--- src/rtl/uart_tx_engine.sv ---
// uart_tx_engine: FIFO-fed UART transmitter with per-frame divisor, parity and stop-bit settings.
// Settings and data are captured in the pop cycle and held for the whole frame.
module uart_tx_engine #(
  parameter int unsigned DATA_WIDTH = 8,
  parameter int unsigned DIV_WIDTH  = 16
) (
  input  logic                  clk,
  input  logic                  rst_n,
  input  logic                  enable,
  input  logic [DIV_WIDTH-1:0]  baud_div,
  input  logic                  parity_en,
  input  logic                  parity_odd,
  input  logic                  stop2,
  input  logic [DATA_WIDTH-1:0] fifo_dout,
  input  logic                  fifo_empty,
  output logic                  fifo_rd_en,
  output logic                  txd,
  output logic                  busy,
  output logic                  tx_done
);

  localparam int unsigned       BIT_W    = $clog2(DATA_WIDTH + 1);
  localparam logic [BIT_W-1:0]  LAST_BIT = BIT_W'(DATA_WIDTH - 1);

  typedef enum logic [2:0] {
    IDLE   = 3'd0,
    START  = 3'd1,
    DATA   = 3'd2,
    PARITY = 3'd3,
    STOP   = 3'd4
  } state_t;

  state_t                r_state;
  logic [DATA_WIDTH-1:0] r_shift;
  logic [DIV_WIDTH-1:0]  r_div;
  logic [DIV_WIDTH-1:0]  r_baud_cnt;
  logic [BIT_W-1:0]      r_bit_idx;
  logic                  r_parity_en;
  logic                  r_par_bit;
  logic                  r_stop2;
  logic                  r_stop_idx;
  logic                  r_txd;
  logic                  r_busy;
  logic                  r_tx_done;

  state_t                w_state_nxt;
  logic [DATA_WIDTH-1:0] w_shift_nxt;
  logic [DIV_WIDTH-1:0]  w_div_nxt;
  logic [DIV_WIDTH-1:0]  w_baud_nxt;
  logic [BIT_W-1:0]      w_bit_idx_nxt;
  logic                  w_parity_en_nxt;
  logic                  w_par_bit_nxt;
  logic                  w_stop2_nxt;
  logic                  w_stop_idx_nxt;
  logic                  w_txd_nxt;
  logic                  w_busy_nxt;
  logic                  w_tx_done_nxt;
  logic                  w_pop;
  logic                  w_bit_end;

  // Pop is gated by rst_n so the FIFO is never drained while the engine is held in reset.
  assign w_pop     = (r_state == IDLE) && enable && !fifo_empty && rst_n;
  assign w_bit_end = (r_baud_cnt == r_div);

  // Next-state, datapath and output decode.
  always_comb begin
    w_state_nxt     = r_state;
    w_shift_nxt     = r_shift;
    w_div_nxt       = r_div;
    w_baud_nxt      = w_bit_end ? '0 : r_baud_cnt + DIV_WIDTH'(1);
    w_bit_idx_nxt   = r_bit_idx;
    w_parity_en_nxt = r_parity_en;
    w_par_bit_nxt   = r_par_bit;
    w_stop2_nxt     = r_stop2;
    w_stop_idx_nxt  = r_stop_idx;
    w_txd_nxt       = 1'b1;
    w_busy_nxt      = 1'b0;
    w_tx_done_nxt   = 1'b0;

    unique case (r_state)
      IDLE: begin
        w_baud_nxt = '0;
        if (w_pop) begin
          w_state_nxt     = START;
          w_shift_nxt     = fifo_dout;
          w_div_nxt       = baud_div;
          w_parity_en_nxt = parity_en;
          w_par_bit_nxt   = (^fifo_dout) ^ parity_odd;
          w_stop2_nxt     = stop2;
          w_bit_idx_nxt   = '0;
          w_stop_idx_nxt  = 1'b0;
        end
      end
      START: begin
        if (w_bit_end) begin
          w_state_nxt = DATA;
        end
      end
      DATA: begin
        if (w_bit_end) begin
          w_shift_nxt = r_shift >> 1;
          if (r_bit_idx == LAST_BIT) begin
            w_state_nxt = r_parity_en ? PARITY : STOP;
          end else begin
            w_bit_idx_nxt = r_bit_idx + BIT_W'(1);
          end
        end
      end
      PARITY: begin
        if (w_bit_end) begin
          w_state_nxt = STOP;
        end
      end
      STOP: begin
        if (w_bit_end) begin
          if (r_stop_idx == r_stop2) begin
            w_state_nxt   = IDLE;
            w_tx_done_nxt = 1'b1;
          end else begin
            w_stop_idx_nxt = 1'b1;
          end
        end
      end
      default: begin
        w_state_nxt = IDLE;
      end
    endcase

    // Line level follows the state being entered so txd lines up with the state register.
    unique case (w_state_nxt)
      START:   w_txd_nxt = 1'b0;
      DATA:    w_txd_nxt = w_shift_nxt[0];
      PARITY:  w_txd_nxt = r_par_bit;
      default: w_txd_nxt = 1'b1;
    endcase

    w_busy_nxt = (w_state_nxt != IDLE);
  end

  // State and datapath registers.
  always_ff @(posedge clk or negedge rst_n) begin
    if (!rst_n) begin
      r_state     <= IDLE;
      r_shift     <= '0;
      r_div       <= '0;
      r_baud_cnt  <= '0;
      r_bit_idx   <= '0;
      r_parity_en <= 1'b0;
      r_par_bit   <= 1'b0;
      r_stop2     <= 1'b0;
      r_stop_idx  <= 1'b0;
      r_txd       <= 1'b1;
      r_busy      <= 1'b0;
      r_tx_done   <= 1'b0;
    end else begin
      r_state     <= w_state_nxt;
      r_shift     <= w_shift_nxt;
      r_div       <= w_div_nxt;
      r_baud_cnt  <= w_baud_nxt;
      r_bit_idx   <= w_bit_idx_nxt;
      r_parity_en <= w_parity_en_nxt;
      r_par_bit   <= w_par_bit_nxt;
      r_stop2     <= w_stop2_nxt;
      r_stop_idx  <= w_stop_idx_nxt;
      r_txd       <= w_txd_nxt;
      r_busy      <= w_busy_nxt;
      r_tx_done   <= w_tx_done_nxt;
    end
  end

  assign fifo_rd_en = w_pop;
  assign txd        = r_txd;
  assign busy       = r_busy;
  assign tx_done    = r_tx_done;

endmodule

--- config.mk ---
export PLATFORM = sky130hd
export DESIGN_NAME = uart_tx_engine
export DESIGN_NICKNAME = d
export VERILOG_FILES = /design/src/rtl/uart_tx_engine.sv
export SDC_FILE = /design/constraint.sdc
export NUM_CORES = 1
export LEC_CHECK = 0
export CAP_MARGIN = 15
export CORE_MARGIN = 5
export CORE_UTILIZATION = 57
export DETAILED_ROUTE_END_ITERATION = 10
export PLACE_DENSITY = 0.82
export SETUP_SLACK_MARGIN = 0.5
export SLEW_MARGIN = 20
export SYNTH_ARGS = -nofsm -noshare
export SYNTH_HDL_FRONTEND = slang
export SYNTH_SLANG_ARGS = --single-unit
--- constraint.sdc ---
create_clock -name clk -period 3 [get_ports clk]
set_input_delay 0.9 -clock clk [delete_from_list [all_inputs] [get_ports clk]]
set_output_delay 0.9 -clock clk [all_outputs]
set_load 0.01 [all_outputs]
==> impl_metrics.yaml <==
die:
  ioPinCount: 35
  core-area_mm2: 0.00441
  rows: 24
  dieArea_mm2: 0.00605
  initial_core_util_pct: 59.3
  die_h_um: 77.8
  die_w_um: 77.8
global_route:
  antenna_found_initial: 0
  grt_pass1_wl_um: 8020
  grt_max_degree: 55
  grt_pass1_vias: 1725
  overflow: 0
  track_usage_pct: 16.6
cells_and_area:
  multi_input_area_mm2: 0.00121
  regArea_mm2: 0.00135
  n_antenna_cell: 0
  areaGrowthSynthToFinish_pct: 18.0
  drive_gt1_share_pct: 8.89
  fill_cells: 345
  final_util_pct: 70.0
  nNetsFinal: 302
  final_cell_mix: "53 x dfrtp_1, 30 x clkdlybuf4s50_1, 26 x xnor2_1"
  fin_area_mm2: 0.00309
  layout_commonest_cell: "dfrtp_1"
route:
  vias: 1725
  first_pass_iters: 4
  wl_per_cell_um: 14.2
  ant_nets: 0
  drcViolationCount: 0
  drt_iter0_drc: 70
  vias_per_cell: 5.36
  routed_wl_um: 4590
clock_network:
  clk_pin_slew_worst_paths_ns: 0.08
  cts_tree: "yes"
  clk_latency_ns: 0.31
  root_buffer: "clkbuf_8"
  cts_sinks: 54
  clockBufferDepth: 2
  cts_inserted_buffers: 5
  htreeDepth: 2
synth:
  async_flop_share_pct: 100
  synth_area_mm2: 0.00262
  synth_cell_type_count: 41
  syn-num-nets: 265
  avgSynthCellArea_um2: 11.3
  synth_edf_count: 0
  dominantRegCellSynth: "dfrtp_1"
  ys_seq_elements: 54
  ys_warn_count: 0
  syn_inst: 232
  seq_area_frac_synth_pct: 51.6
timing:
  slew_viol_final: 0
  relSlewSlack_pct: 56.7
  setup_viol: 0
  setup_tns_ns: 0
  post-route-period-util_pct: 80.8
  fin_ws_ns: 0.576
  rsz0062_at_grt: "false"
  fmax_ghz: 0.413
  skew_ns: 0.0118
  max_slew.worst_pin.slew_ns: 0.649
  hold_viol: 0
  min_period_ns: 2.42
outcome:
  status: "completed"
critical_path:
  setup.worst_path.end_class: "primary output"
  path_class: "input port to primary output"
  crit_path_start_kind: "input port"
  required_ns: 2.10
  startpoint: "enable"
  timing.rr.start: "r_baud_cnt[2]"
  cp_max_fo: 2
  cp.arrival_ns: 1.52
hold_path:
  min_path_type: "register to register"
  hold_path.startpoint: "r_shift[5]"
job:
  max_cap_violations: 0
placement:
  place_hpwl_um: 3320
  io_buffers: 34
  gp_congestion: 0.760
  placed_area_mm2: 0.00300
  dpl_worst_slack_ns: -0.160
power_and_ir_drop:
  peakVddDrop_mv: 0.481
  cellPowerDensity_mw_per_mm2: 702
  p_leak_nw: 1.33
[logic make-up (layout without fill, tap and decap cells)]
kind of cell / count (synthesis) / count (layout) / synth area share, %
compound gates: 23 / 23 / 6.74
xor+xnor: 40 / 40 / 13.4
fa+ha+maj: 2 / 2 / 0.955
buf+inv: 9 / 47 / 1.96
flops: 54 / 54 / 51.6
mux: 19 / 19 / 8.17
simple gates: 85 / 85 / 17.2
[synth_stat cells (all sizes together) (2+ instances only)]
cell,instances,area share (%)
o211ai,2,0.57
xor2,14,4.7
nand4,5,1.2
mux2,19,8.2
and3,5,1.2
nor2b,2,0.48
nor3,2,0.38
nor2,25,4.3
inv,2,0.29
nand3,10,2.3
ha,2,0.96
o21ai,6,1.1
and2,4,1.1
xnor2,26,8.7
a21oi,4,0.76
buf,7,1.7
nand2,24,3.4
a22oi,6,1.7
dfrtp,53,51
a22o,2,1.0
[area by class of cell]
class                   instances  share of cell area (%)
clock inverters                 1                   0.162
repair buffers                 37                    11.6
clock buffers                   7                    2.79
well taps                      52                    2.11
multi-input cells             169                    39.3
inverters                       2                   0.243
flip-flops and latches         54                    43.8
[state kept, by name, summed over array words and instances (netlist names)]
signal,cells
r_shift,8
r_par_bit,1
busy,1
r_stop_idx,1
r_baud_cnt,16
r_stop2,1
tx_done,1
r_div,16
r_state,3
r_parity_en,1
r_bit_idx,4
txd,1
[report_power, final]
part | switching, mW | internal, mW | leakage [nW]
logic | 0.276 | 0.338 | 0.591
registers | 0.178 | 0.970 | 0.689
clock network | 0.223 | 0.187 | 0.0482
total | 0.676 | 1.49 | 1.33
[critical path, stage by stage]
cell	delay [ns]
clkdlybuf4s15_1	0.17
nand4b_1	0.10
buf_6	0.15
nor2_8	0.10
buf_6	0.11
[worst paths after layout]
| kind | end | depth (start not counted) | slack (ns) |
|---|---|---|---|
| worst max register to register | txd | 7 | 0.73 |
| max in group asynchronous | r_shift[6] | 2 | 1.79 |
| worst min-delay path | r_shift[5] | 2 | 0.48 |
| worst max-delay path | fifo_rd_en | 5 | 0.58 |
| min in group asynchronous | r_div[0] | 2 | 0.77 |
| worst min register to register | r_shift[5] | 2 | 0.48 |
[per-layer routing]
metal | GRT usage [%] | share of wire [%]
met1 | 22.1 | 46
met3 | 4.51 | 3.6
met4 | 6.19 | 1.8
met2 | 25.9 | 49
met5 | 0 | 0
[per-stage QoR]
| stage | hold WS (ns) | instances | power, mW |
|---|---|---|---|
| 2_1_floorplan | 0.447 | 232 | 1.59 |
| 3_3_place_gp | 0.460 | 314 | 1.75 |
| 3_5_place_dp | 0.468 | 314 | 1.78 |
| 4_1_cts | 0.487 | 322 | 2.20 |
| 5_1_grt | 0.517 | 322 | 2.33 |
| 6_report | 0.483 | 322 | 2.17 |
[what timing repair did]
| action | 4_1_cts | 5_1_grt |
|---|---|---|
| hold buffers | 0 | 0 |
| hold endpoints to repair | 0 | 0 |
| resized for setup | 10 | 1 |
| setup buffers | 0 | 0 |
| pin swaps | 2 | 0 |
| endpoints found under the setup margin | 1 | 1 |
(Power assumes the default switching activity.)
